==> src/rtl/nim_turn_engine.sv <==
// Nim game controller: row-token counts, turn/lock tracking, game-end and winner detection.
// rowMask is a per-row thermometer decode of the registered counts, built by nim_row_mask lanes.

module nim_row_mask #(
  parameter int CNT_W      = 3,
  parameter int MAX_TOKENS = 7
) (
  input  logic [CNT_W-1:0]      cnt,
  output logic [MAX_TOKENS-1:0] mask
);
  always_comb begin
    mask = '0;
    for (int k = 0; k < MAX_TOKENS; k++) mask[k] = (32'(k) < 32'(cnt));
  end
endmodule

module nim_turn_engine #(
  parameter int                        NUM_ROWS    = 4,
  parameter int                        MAX_TOKENS  = 7,
  parameter int                        CNT_W       = $clog2(MAX_TOKENS + 1),
  parameter logic [NUM_ROWS*CNT_W-1:0] INIT_COUNTS = {3'd7, 3'd5, 3'd3, 3'd1},
  parameter int                        MAX_TAKE    = 0,
  parameter bit                        MISERE      = 1'b1,
  localparam int                       SEL_W       = (NUM_ROWS > 1) ? $clog2(NUM_ROWS) : 1
) (
  input  logic                           clk,
  input  logic                           newGame_n,
  input  logic                           start,
  input  logic [NUM_ROWS-1:0]            rowBtn,
  input  logic                           change,
  output logic                           playerTurn,
  output logic                           rowLocked,
  output logic [SEL_W-1:0]               selRow,
  output logic [NUM_ROWS*CNT_W-1:0]      rowCount,
  output logic [NUM_ROWS*MAX_TOKENS-1:0] rowMask,
  output logic                           gameOver,
  output logic                           winner,
  output logic                           illegal
);
  // A limit above MAX_TOKENS can never be reached, so it is treated as unlimited.
  localparam bit LIMITED = (MAX_TAKE > 0) && (MAX_TAKE <= MAX_TOKENS);

  function automatic bit init_ok();
    bit any = 1'b0;
    if (NUM_ROWS < 1 || NUM_ROWS > 8) return 1'b0;
    for (int r = 0; r < NUM_ROWS; r++) begin
      if (32'(INIT_COUNTS[r*CNT_W +: CNT_W]) > 32'(MAX_TOKENS)) return 1'b0;
      if (INIT_COUNTS[r*CNT_W +: CNT_W] != '0) any = 1'b1;
    end
    return any;
  endfunction

  if (!init_ok()) begin : g_bad_init
    $error("nim_turn_engine: INIT_COUNTS/NUM_ROWS out of range or board empty");
  end

  typedef enum logic [1:0] {S_OPEN, S_LOCKED, S_OVER} state_t;

  state_t                             state;
  logic [NUM_ROWS-1:0][CNT_W-1:0]     cnt, nxt_cnt;
  logic [CNT_W-1:0]                   take_cnt, new_take, cur_cnt;
  logic [NUM_ROWS-1:0]                btn_q, row_edge;
  logic                               chg_q, chg_edge, multi, can_take;
  logic                               board_empty, turn_end, take_hit;
  logic [SEL_W-1:0]                   row_idx;

  assign rowCount = cnt;

  for (genvar r = 0; r < NUM_ROWS; r++) begin : g_lane
    nim_row_mask #(.CNT_W(CNT_W), .MAX_TOKENS(MAX_TOKENS)) u_mask (
      .cnt  (cnt[r]),
      .mask (rowMask[r*MAX_TOKENS +: MAX_TOKENS])
    );
  end

  always_comb begin
    row_edge = rowBtn & ~btn_q;
    chg_edge = change & ~chg_q;
    multi    = (row_edge & (row_edge - NUM_ROWS'(1))) != '0;
    row_idx  = '0;
    for (int i = 0; i < NUM_ROWS; i++) if (row_edge[i]) row_idx = SEL_W'(i);
    cur_cnt  = cnt[row_idx];
    can_take = (cur_cnt != '0) && ((state == S_OPEN) || (row_idx == selRow));
    nxt_cnt  = cnt;
    nxt_cnt[row_idx] = cur_cnt - CNT_W'(1);
    board_empty = (nxt_cnt == '0);
    new_take = (state == S_LOCKED) ? take_cnt + CNT_W'(1) : CNT_W'(1);
    take_hit = LIMITED && (32'(new_take) >= 32'(MAX_TAKE));
    turn_end = (nxt_cnt[row_idx] == '0) || take_hit;
  end

  always_ff @(posedge clk or negedge newGame_n) begin
    if (!newGame_n) begin
      cnt        <= INIT_COUNTS;
      state      <= S_OPEN;
      playerTurn <= 1'b1;
      rowLocked  <= 1'b0;
      selRow     <= '0;
      take_cnt   <= '0;
      gameOver   <= 1'b0;
      winner     <= 1'b0;
      illegal    <= 1'b0;
      btn_q      <= '1;
      chg_q      <= 1'b1;
    end else begin
      btn_q   <= rowBtn;
      chg_q   <= change;
      illegal <= 1'b0;
      if (start) begin
        cnt        <= INIT_COUNTS;
        state      <= S_OPEN;
        playerTurn <= 1'b1;
        rowLocked  <= 1'b0;
        selRow     <= '0;
        take_cnt   <= '0;
        gameOver   <= 1'b0;
        winner     <= 1'b0;
        btn_q      <= '1;
        chg_q      <= 1'b1;
      end else if (state != S_OVER) begin
        // A row edge wins over a simultaneous change edge.
        if (row_edge != '0) begin
          if (multi || !can_take) begin
            illegal <= 1'b1;
          end else begin
            cnt    <= nxt_cnt;
            selRow <= row_idx;
            if (board_empty) begin
              state      <= S_OVER;
              gameOver   <= 1'b1;
              winner     <= MISERE ? ~playerTurn : playerTurn;
              playerTurn <= ~playerTurn;
              rowLocked  <= 1'b0;
              take_cnt   <= '0;
            end else if (turn_end) begin
              state      <= S_OPEN;
              playerTurn <= ~playerTurn;
              rowLocked  <= 1'b0;
              take_cnt   <= '0;
            end else begin
              state     <= S_LOCKED;
              rowLocked <= 1'b1;
              take_cnt  <= new_take;
            end
          end
        end else if (chg_edge) begin
          if (state == S_OPEN) begin
            illegal <= 1'b1;
          end else begin
            state      <= S_OPEN;
            playerTurn <= ~playerTurn;
            rowLocked  <= 1'b0;
            take_cnt   <= '0;
          end
        end
      end
    end
  end
endmodule

==> config.mk <==
export PLATFORM = sky130hd
export DESIGN_NAME = nim_turn_engine
export DESIGN_NICKNAME = d
export VERILOG_FILES = /design/src/rtl/nim_turn_engine.sv
export SDC_FILE = /design/constraint.sdc
export NUM_CORES = 1
export LEC_CHECK = 0
export CORE_ASPECT_RATIO = 1.2
export CORE_MARGIN = 2
export CORE_UTILIZATION = 50
export CTS_CLUSTER_DIAMETER = 40
export DETAILED_ROUTE_END_ITERATION = 12
export PLACE_DENSITY = 0.92
export SLEW_MARGIN = 20
export SYNTH_ARGS = -nofsm -noshare
export SYNTH_HDL_FRONTEND = slang
export SYNTH_HIERARCHICAL = 1
export SYNTH_SLANG_ARGS = --single-unit
==> constraint.sdc <==
create_clock -name clk -period 7.6 [get_ports clk]
set_input_delay 0.76 -clock clk [delete_from_list [all_inputs] [get_ports clk]]
set_output_delay 0.76 -clock clk [all_outputs]
set_load 0.01 [all_outputs]
==> flow_metrics.env, run 1 <==
export IMPL_io_pins=55
export IMPL_synth_top_family_by_area="compound AO/OA/AOI/OAI gates"
export IMPL_synth_compound_area_share_pct=25.9
export IMPL_layout_nets=241
export IMPL_wire_per_inst_um=14.8
export IMPL_initial_core_util_pct=51.8
export IMPL_worst_slack_ns=3.57
export IMPL_critPathCaptureType="flop"
export IMPL_antenna_found_initial=0
export IMPL_hold_viol_final=0
export IMPL_slowest_stage="clkdlybuf4s50_1"
export IMPL_syn_nets=191
export IMPL_netlist_instances=181
export IMPL_yosys_warnings=6
export IMPL_r2r_end="winner$_DFFE_PN0P_"
export IMPL_pre_cts_slack_ns=3.34
export IMPL_cp_common_cell="ha_1"
export IMPL_numCtsBuffers=3
export IMPL_min_period_ns=4.03
export IMPL_cp_data_arrival_time_ns=4.19
export IMPL_dp_hpwl_mm=2.89
export IMPL_max_freq_mhz=248
export IMPL_synthSimpleGateAreaFrac_pct=25.2
export IMPL_fin_crit_sh_pct=53.0
export IMPL_cts_sinks=25
export IMPL_route_detailed_drc=0
export IMPL_clk_pin_slew_ns=0.09
export IMPL_cap_violations=0
export IMPL_dr_pass1_iters=4
export IMPL_required_ns=7.76
export IMPL_cts_root_buf="clkbuf_8"
export IMPL_rows=23
export IMPL_muxShareOfSynthArea_pct=2.51
export IMPL_drt_initial_drc_count=66
export IMPL_grt_pass1_vias=1328
export IMPL_netlist_area_um2=1700
export IMPL_ys_ff_latch=25
export IMPL_cts_tree="yes"
export IMPL_place_congestion=0.913
export IMPL_post_cts_resized=0
export IMPL_setup_tns_ns=0
export IMPL_hold_start="gameOver$_DFFE_PN0P_"
export IMPL_coreArea_um2=3280
export IMPL_placed_cells=263
export IMPL_ctsHoldBuffers=0
export IMPL_reg2reg_slack_ns=4.00
export IMPL_antenna_cells=0
export IMPL_status="complete, no violations"
export IMPL_grt_total_usage_pct=21.7
export IMPL_grt_overflow=0
export IMPL_crit_end="winner$_DFFE_PN0P_"
export IMPL_cp_depth=13
export IMPL_p_per_area_nw_per_um2=207
export IMPL_die_area_um2=3880
export IMPL_syn_avg_cell_area_um2=9.38
export IMPL_final_cell_mix="clkdlybuf4s50_1, nor2_1, o21ai_1, dfstp_2, dfrtp_1"
export IMPL_synth_adder_area_share_pct=1.47
export IMPL_reg2reg_depth=12
export IMPL_chipHeight_um=67.8
export IMPL_synth_area_top_cells="dfstp_2, dfrtp_1, o21ai_1"
export IMPL_fin_cells=267
export IMPL_synth_main_ff_cell="dfstp_2"
export IMPL_clockBufferDepth=2
export IMPL_ant_nets=0
export IMPL_crit_family="compound AO/OA/AOI/OAI gates"
export IMPL_vdd_drop_max_uv=146
export IMPL_path_class="in2reg"
export IMPL_synthXorXnorAreaFrac_pct=0.516
export IMPL_fin_skew_ns=0.00633
export IMPL_crit_start="rowBtn[2]"
export IMPL_async_flop_share_pct=100
export IMPL_hold_class="reg2reg"
export IMPL_port_buffers=54
export IMPL_cp_cell_sequence="clkdlybuf4s50_1, nor2b_4, nor2_2, a222oi_1, inv_1, ha_1, ha_1, o2111ai_1, o31a_1, a21oi_1, o2111ai_2, nor2_1, mux2_1"
export IMPL_vias_per_cell=5.83
export IMPL_synth_top_area_share_pct=21.7
export IMPL_final_common_cell="clkdlybuf4s50_1"
export IMPL_cp_buffers_inverters=2
export IMPL_synth_cell_types=62
export IMPL_vias=1556
export IMPL_ys_seq_area_share_pct=37.9
export IMPL_setup_violations=0
export IMPL_postCtsSetupRepairBufs=0
export IMPL_relSlewSlack_pct=62.2
export IMPL_synth_edff_count=0
export IMPL_nFillCells=268
export IMPL_drive_above_1_share_pct=22.6
export IMPL_grt_max_degree=26
export IMPL_tightest_slew_ns=0.567
export IMPL_critPathMaxFanout=13
export IMPL_netlist_top_cell_by_area="dfstp_2"
export IMPL_regToRegStartpoint="btn_q[1]$_DFF_PN1_"
export IMPL_drt_total_wl_mm=3.94
export IMPL_p_leak_uw=0.000942
export IMPL_rsz0062_at_grt="false"
export IMPL_clk_latency_ns=0.27
export IMPL_htree_levels=1
export IMPL_grt_pass1_wl_mm=6.56
export IMPL_drv_slew=0
export IMPL_die_w_um=57.2
export IMPL_area_delta_synth_final_pct=33.2
export IMPL_cpPeakStageDelay_ns=0.49
export IMPL_cp_start_kind="input port"
-- per-stage QoR --
step | hold WS, ns | instance area, µm² | power (µW) | util, %
CTS | 0.525 | 2260 | 473 | 69.0
finish | 0.520 | 2260 | 469 | 69.0
global route | 0.546 | 2260 | 501 | 69.0
floorplan | 0.464 | 1700 | 299 | -
global placement | 0.502 | 2220 | 389 | 67.5
detailed placement | 0.494 | 2220 | 394 | 67.5
-- layout make-up --
class                      instances  area, µm²  area share, %
multi-input combinational        137        945           41.8
sequential                        25        643           28.4
timing repair buffer              55        548           24.2
tap                               37       46.3           2.05
clock buffer                       3       41.3           1.83
inverter                           9       33.8           1.49
clock inverter                     1       5.00          0.221
-- how the worst min path moves through the flow --
stage,endpoint,slack (ns),cells past startpoint
after floorplan,gameOver$_DFFE_PN0P_,0.46,0
after global placement,gameOver$_DFFE_PN0P_,0.50,1
after detailed placement,gameOver$_DFFE_PN0P_,0.49,1
after CTS,gameOver$_DFFE_PN0P_,0.52,1
after global routing,gameOver$_DFFE_PN0P_,0.55,1
final,gameOver$_DFFE_PN0P_,0.52,1
-- Yosys cell counts (3+ instances only) --
cell / count
nor2_1: 17
dfstp_2: 14
o21ai_1: 14
dfrtp_1: 11
inv_1: 9
nand2_1: 8
or2_2: 7
buf_4: 6
a22oi_1: 5
nor3_1: 5
a21o_2: 4
and2_2: 4
and3_2: 4
o21a_1: 4
or2_1: 4
or3_1: 4
a21o_1: 3
a21oi_1: 3
nand2b_1: 3
nor2b_1: 3
-- power breakdown --
part / total (µW) / switching, µW / leakage [µW] / internal [µW]
logic: 198 / 95.8 / 0.000618 / 103
registers: 193 / 32.1 / 0.000298 / 161
clock network: 78.1 / 41.4 / 0.0000255 / 36.7
-- cell families after synthesis --
kind of cell             Yosys count
adder cells (fa/ha/maj)            2
multiplexers                       4
AND/OR/NAND/NOR                   72
flip-flops                        25
AO/OA/AOI/OAI                     58
buffers and inverters             19
XOR/XNOR                           1
-- state kept, by name, indices dropped and copies added, names as in the netlist --
| register | count |
|---|---|
| playerTurn | 1 |
| chg_q | 1 |
| state | 2 |
| illegal | 1 |
| selRow | 2 |
| gameOver | 1 |
| btn_q | 4 |
| rowCount | 12 |
| winner | 1 |
-- routing by layer --
metal | routed length [µm] | track usage, % | vias up | part of all wire [%]
met5 | 0 | 0 | - | 0
met4 | 42 | 5.23 | 0 | 1.1
met3 | 266 | 3.21 | 9 | 6.7
met2 | 1900 | 36.8 | 82 | 48
met1 | 1730 | 29.4 | 708 | 44
li1 | - | - | 757 | -
(Power assumes the default switching activity.)
==> inputs of run 2 (changes only) <==
--- a/config.mk
+++ b/config.mk
@@ -7,10 +7,10 @@
 export LEC_CHECK = 0
 export CORE_ASPECT_RATIO = 1.2
 export CORE_MARGIN = 2
-export CORE_UTILIZATION = 50
+export CORE_UTILIZATION = 46
 export CTS_CLUSTER_DIAMETER = 40
 export DETAILED_ROUTE_END_ITERATION = 12
-export PLACE_DENSITY = 0.92
+export PLACE_DENSITY = 0.86
 export SLEW_MARGIN = 20
 export SYNTH_ARGS = -nofsm -noshare
 export SYNTH_HDL_FRONTEND = slang
==> constraint.sdc (replaced) <==
create_clock -name clk -period 3.9 [get_ports clk]
set_input_delay 0.39 -clock clk [delete_from_list [all_inputs] [get_ports clk]]
set_output_delay 0.39 -clock clk [all_outputs]
set_load 0.01 [all_outputs]
==> flow_metrics.env, run 2 (synthesized netlist as in run 1, its figures left out) <==
export IMPL_status="complete, no violations"
export IMPL_clockBufferDepth=2
export IMPL_grt_overflow=0
export IMPL_cts_root_buf="clkbuf_8"
export IMPL_vias=1587
export IMPL_chipHeight_um=70.6
export IMPL_port_buffers=54
export IMPL_critPathMaxFanout=14
export IMPL_fin_crit_sh_pct=88.9
export IMPL_area_delta_synth_final_pct=36.6
export IMPL_worst_slack_ns=0.432
export IMPL_layout_nets=249
export IMPL_antenna_cells=0
export IMPL_tightest_slew_ns=0.615
export IMPL_r2r_end="winner$_DFFE_PN0P_"
export IMPL_ant_nets=0
export IMPL_dr_pass1_iters=4
export IMPL_rows=24
export IMPL_coreArea_um2=3570
export IMPL_hold_class="in2async"
export IMPL_drt_total_wl_mm=4.55
export IMPL_reg2reg_depth=12
export IMPL_die_w_um=59.5
export IMPL_antenna_found_initial=0
export IMPL_final_common_cell="clkdlybuf4s50_1"
export IMPL_postCtsSetupRepairBufs=0
export IMPL_cts_tree="yes"
export IMPL_io_pins=55
export IMPL_route_detailed_drc=0
export IMPL_setup_violations=0
export IMPL_reg2reg_slack_ns=0.53
export IMPL_hold_viol_final=0
export IMPL_fin_skew_ns=0.00479
export IMPL_cap_violations=0
export IMPL_cpPeakStageDelay_ns=0.49
export IMPL_dp_hpwl_mm=3.41
export IMPL_placed_cells=273
export IMPL_setup_tns_ns=0
export IMPL_wire_per_inst_um=16.4
export IMPL_grt_pass1_vias=1485
export IMPL_max_freq_mhz=288
export IMPL_slowest_stage="clkdlybuf4s50_1"
export IMPL_clk_pin_slew_ns=0.09
export IMPL_relSlewSlack_pct=59.0
export IMPL_fin_cells=277
export IMPL_numCtsBuffers=3
export IMPL_drive_above_1_share_pct=25.2
export IMPL_rsz0062_at_grt="false"
export IMPL_clk_latency_ns=0.27
export IMPL_htree_levels=1
export IMPL_cp_cell_sequence="clkdlybuf4s50_1, and2b_4, nor2_2, a222oi_1, inv_1, ha_1, ha_1, o2111ai_1, o31a_1, a21oi_1, o2111ai_2, nor2_1, mux2_1"
export IMPL_p_leak_uw=0.000978
export IMPL_finalPower_uw=943
export IMPL_cp_common_cell="ha_1"
export IMPL_grt_pass1_wl_mm=7.49
export IMPL_ctsHoldBuffers=0
export IMPL_post_cts_resized=0
export IMPL_required_ns=4.06
export IMPL_min_period_ns=3.47
export IMPL_place_congestion=1.04
export IMPL_final_cell_mix="clkdlybuf4s50_1, nor2_1, o21ai_1, dfstp_2, dfrtp_1"
export IMPL_largest_register_ffs=12
export IMPL_crit_start="rowBtn[3]"
export IMPL_drt_initial_drc_count=114
export IMPL_pre_cts_slack_ns=0.192
export IMPL_cp_start_kind="input port"
export IMPL_drv_slew=0
export IMPL_grt_max_degree=22
export IMPL_critPathCaptureType="flop"
export IMPL_initial_core_util_pct=47.5
export IMPL_cp_data_arrival_time_ns=3.62
export IMPL_vdd_drop_max_uv=283
export IMPL_vias_per_cell=5.73
export IMPL_die_area_um2=4190
export IMPL_cts_sinks=25
export IMPL_grt_total_usage_pct=23.0
export IMPL_regToRegStartpoint="btn_q[1]$_DFF_PN1_"
export IMPL_p_per_area_nw_per_um2=407
export IMPL_path_class="in2reg"
==> run 2: changes by cell type in the layout (fill, tap and decap cells not counted), sizes merged <==
cell	previous run	this run
clkinv	1	0
clkdlybuf4s50	54	53
clkbuf	3	4
buf	1	10
==> run 2: report_power, final <==
part / internal [µW] / switching (µW)
Sequential: 313 / 66.1
Clock: 73.2 / 81.4
Combinational: 211 / 198
Total: 598 / 345
==> run 2: critical path: cells and delay by family <==
kind / cells / cell delay, ns
AO/OA/AOI/OAI: 5 / 1.18
adder cells (fa/ha/maj): 2 / 0.57
buffers and inverters: 2 / 0.58
AND/OR/NAND/NOR: 3 / 0.56
multiplexers: 1 / 0.34
==> run 2: cell type report <==
cell class	count	area (µm²)
fillers	316	1250
multi-input cells	137	945
flip-flops and latches	25	643
repair buffers	63	603
well taps	39	48.8
clock buffers	4	45.0
inverters	9	33.8
==> run 2: layer usage <==
layer	GRT usage [%]	vias up	routed length, µm
met5	0	-	0
met4	7.58	0	90
met3	2.74	9	218
met2	37.4	58	2330
met1	31.4	752	1910
li1	-	768	-
==> run 2: through the flow <==
step,instance area (µm²),hold slack [ns],utilization (%)
4_1_cts,2320,0.521,65.0
3_3_place_gp,2280,0.508,63.8
3_5_place_dp,2280,0.498,63.8
2_1_floorplan,1700,0.0944,-
6_report,2320,0.0647,64.9
5_1_grt,2320,0.115,64.9
==> run 2: how the worst max path moves through the flow <==
stage	cells after the start	end	slack [ns]
after floorplan	12	winner$_DFFE_PN0P_	0.73
after global placement	11	rowCount[7]$_DFFE_PN0P_	0.25
after detailed placement	11	rowCount[7]$_DFFE_PN0P_	0.19
after CTS	13	winner$_DFFE_PN0P_	0.47
after global routing	13	winner$_DFFE_PN0P_	0.23
final	13	winner$_DFFE_PN0P_	0.43
==> inputs of run 3 (changes only) <==
--- a/config.mk
+++ b/config.mk
@@ -5,14 +5,13 @@
 export SDC_FILE = /design/constraint.sdc
 export NUM_CORES = 1
 export LEC_CHECK = 0
+export ABC_CLOCK_PERIOD_IN_PS = 3900
 export CORE_ASPECT_RATIO = 1.2
 export CORE_MARGIN = 2
 export CORE_UTILIZATION = 46
 export CTS_CLUSTER_DIAMETER = 40
 export DETAILED_ROUTE_END_ITERATION = 12
 export PLACE_DENSITY = 0.86
-export SLEW_MARGIN = 20
 export SYNTH_ARGS = -nofsm -noshare
 export SYNTH_HDL_FRONTEND = slang
-export SYNTH_HIERARCHICAL = 1
 export SYNTH_SLANG_ARGS = --single-unit
==> flow_metrics.env, run 3 <==
export IMPL_min_period_ns=3.17
export IMPL_initial_core_util_pct=47.6
export IMPL_postCtsSetupRepairBufs=0
export IMPL_tightest_slew_ns=1.10
export IMPL_critPathCaptureType="flop"
export IMPL_vias=1640
export IMPL_drv_slew=0
export IMPL_synth_main_ff_cell="dfstp_2"
export IMPL_critPathMaxFanout=12
export IMPL_multiInputGateArea_um2=962
export IMPL_cap_violations=0
export IMPL_yosysMostFrequentCell="nor2_1"
export IMPL_synth_cell_types=51
export IMPL_whs_ns=0.524
export IMPL_netlist_top_cell_by_area="dfstp_2"
export IMPL_ys_ff_latch=25
export IMPL_clk_latency_ns=0.27
export IMPL_port_buffers=54
export IMPL_clockBufferDepth=2
export IMPL_p_per_area_nw_per_um2=309
export IMPL_yosys_warnings=0
export IMPL_placed_cells=272
export IMPL_fin_skew_ns=0.00153
export IMPL_grt_pass1_vias=1499
export IMPL_setup_tns_ns=0
export IMPL_largest_register_ffs=12
export IMPL_rows=24
export IMPL_drive_above_1_share_pct=16.9
export IMPL_antenna_found_initial=0
export IMPL_fin_crit_sh_pct=81.2
export IMPL_max_freq_mhz=316
export IMPL_ctsHoldBuffers=0
export IMPL_cts_root_buf="clkbuf_8"
export IMPL_grt_pass1_wl_mm=7.13
export IMPL_synth_top_area_share_pct=21.5
export IMPL_numCtsBuffers=3
export IMPL_netlist_area_um2=1710
export IMPL_nFillCells=323
export IMPL_io_pins=55
export IMPL_relSlewSlack_pct=26.2
export IMPL_area_delta_synth_final_pct=33.1
export IMPL_antenna_cells=0
export IMPL_layout_nets=248
export IMPL_cts_tree="yes"
export IMPL_path_class="in2reg"
export IMPL_p_leak_uw=0.000928
export IMPL_synthTopCellsByCount="nor2_1, dfstp_2, nand2_1"
export IMPL_finalPower_uw=705
export IMPL_post_cts_resized=0
export IMPL_required_ns=4.09
export IMPL_die_area_um2=4230
export IMPL_final_common_cell="clkdlybuf4s50_1"
export IMPL_ant_nets=0
export IMPL_drt_initial_drc_count=73
export IMPL_grt_overflow=0
export IMPL_cp_data_arrival_time_ns=3.36
export IMPL_drt_total_wl_mm=4.44
export IMPL_final_cell_mix="clkdlybuf4s50_1, nor2_1, nand2_1, dfstp_2, or2_2"
export IMPL_route_detailed_drc=0
export IMPL_die_w_um=59.7
export IMPL_fin_cells=276
export IMPL_synth_edff_count=0
export IMPL_cp_start_kind="input port"
export IMPL_synth_area_top_cells="dfstp_2, dfrtp_1, or2_2"
export IMPL_netlist_instances=192
export IMPL_hold_class="reg2reg"
export IMPL_regArea_um2=643
export IMPL_grt_total_usage_pct=22.1
export IMPL_clk_pin_slew_ns=0.08
export IMPL_wire_per_inst_um=16.1
export IMPL_vdd_drop_max_uv=199
export IMPL_chipHeight_um=70.9
export IMPL_setup_violations=0
export IMPL_place_congestion=0.962
export IMPL_cts_sinks=25
export IMPL_syn_nets=202
export IMPL_hold_viol_final=0
export IMPL_async_flop_share_pct=100
export IMPL_dr_pass1_iters=4
export IMPL_rsz0062_at_grt="false"
export IMPL_htree_levels=1
export IMPL_dp_hpwl_mm=3.36
export IMPL_status="complete, no violations"
export IMPL_grt_max_degree=28
export IMPL_vias_per_cell=5.94
export IMPL_coreArea_um2=3600
export IMPL_ys_seq_area_share_pct=37.5
export IMPL_syn_avg_cell_area_um2=8.93
[run 3: cell count changes after synthesis, moves of 5 or more]
cell	previous run	this run
o21ai_1	14	0
inv_1	9	3
and2_1	0	5
and3_1	0	5
nand3_1	2	7
mux2i_1	2	7
a21oi_1	3	9
clkbuf_1	1	7
or2_2	7	12
nand2_1	8	14
[run 3: cells by family (layout without fill, tap and decap cells)]
logic type               Yosys count  after routing  synth area share (%)
flip-flops                        25             25                  37.5
adder cells (fa/ha/maj)            2              2                  1.46
buffers and inverters             20             65                  6.35
multiplexers                       8              8                  4.74
AO/OA/AOI/OAI                     51             51                  22.4
XOR/XNOR                           2              2                  1.02
AND/OR/NAND/NOR                   84             84                  26.5
[run 3: layout make-up]
class	instances	share of cell area, %
timing repair buffer	58	25.0
tap	39	2.14
inverter	3	0.494
multi-input combinational	147	42.2
clock buffer	4	1.97
sequential	25	28.2
[run 3: through the flow]
step	setup slack, ns	instance area, µm²	util (%)
floorplan	1.36	1710	-
global route	0.507	2280	63.3
finish	0.731	2280	63.3
CTS	0.740	2280	63.3
global placement	0.558	2240	62.0
detailed placement	0.476	2240	62.0
[run 3: routing by layer]
metal  global-route usage, %  vias to the layer above  wire length, µm
met1                    29.6                      794             1860
met5                       0                        -                0
met4                    10.1                        0               87
met2                    35.5                       58             2280
met3                    2.01                        7              210
li1                        -                      781                -
[run 3: final timing paths]
| path | cells after the start | slack [ns] | start | end |
|---|---|---|---|---|
| worst max-delay path | 11 | 0.73 | rowBtn[2] | rowCount[4]$_DFFE_PN1P_ |
| worst min-delay path | 2 | 0.52 | gameOver$_DFFE_PN0P_ | gameOver$_DFFE_PN0P_ |
| worst max register to register | 9 | 0.86 | btn_q[3]$_DFF_PN1_ | rowCount[4]$_DFFE_PN1P_ |
| worst min register to register | 2 | 0.52 | gameOver$_DFFE_PN0P_ | gameOver$_DFFE_PN0P_ |
| max in group asynchronous | 1 | 2.53 | newGame_n | selRow[0]$_DFFE_PN0P_ |
| min in group asynchronous | 1 | 0.71 | newGame_n | rowCount[2]$_DFFE_PN0P_ |
[run 3: power by group]
part | switching [µW] | total [µW] | internal [µW] | leakage (µW)
clock | 81.8 | 155 | 73.2 | 0.0000228
combinational | 119 | 237 | 118 | 0.000608
sequential | 28.9 | 313 | 284 | 0.000298
[run 3: worst max-delay path, stage by stage]
cell and delay (ns):
clkdlybuf4s50_1 0.48, and2b_1 0.32, nor2_1 0.14, nand2_1 0.17, o221ai_1 0.15, ha_1 0.22, ha_1 0.20, a2111o_1 0.34
a21oi_2 0.43, nand3_1 0.27, mux2i_1 0.24
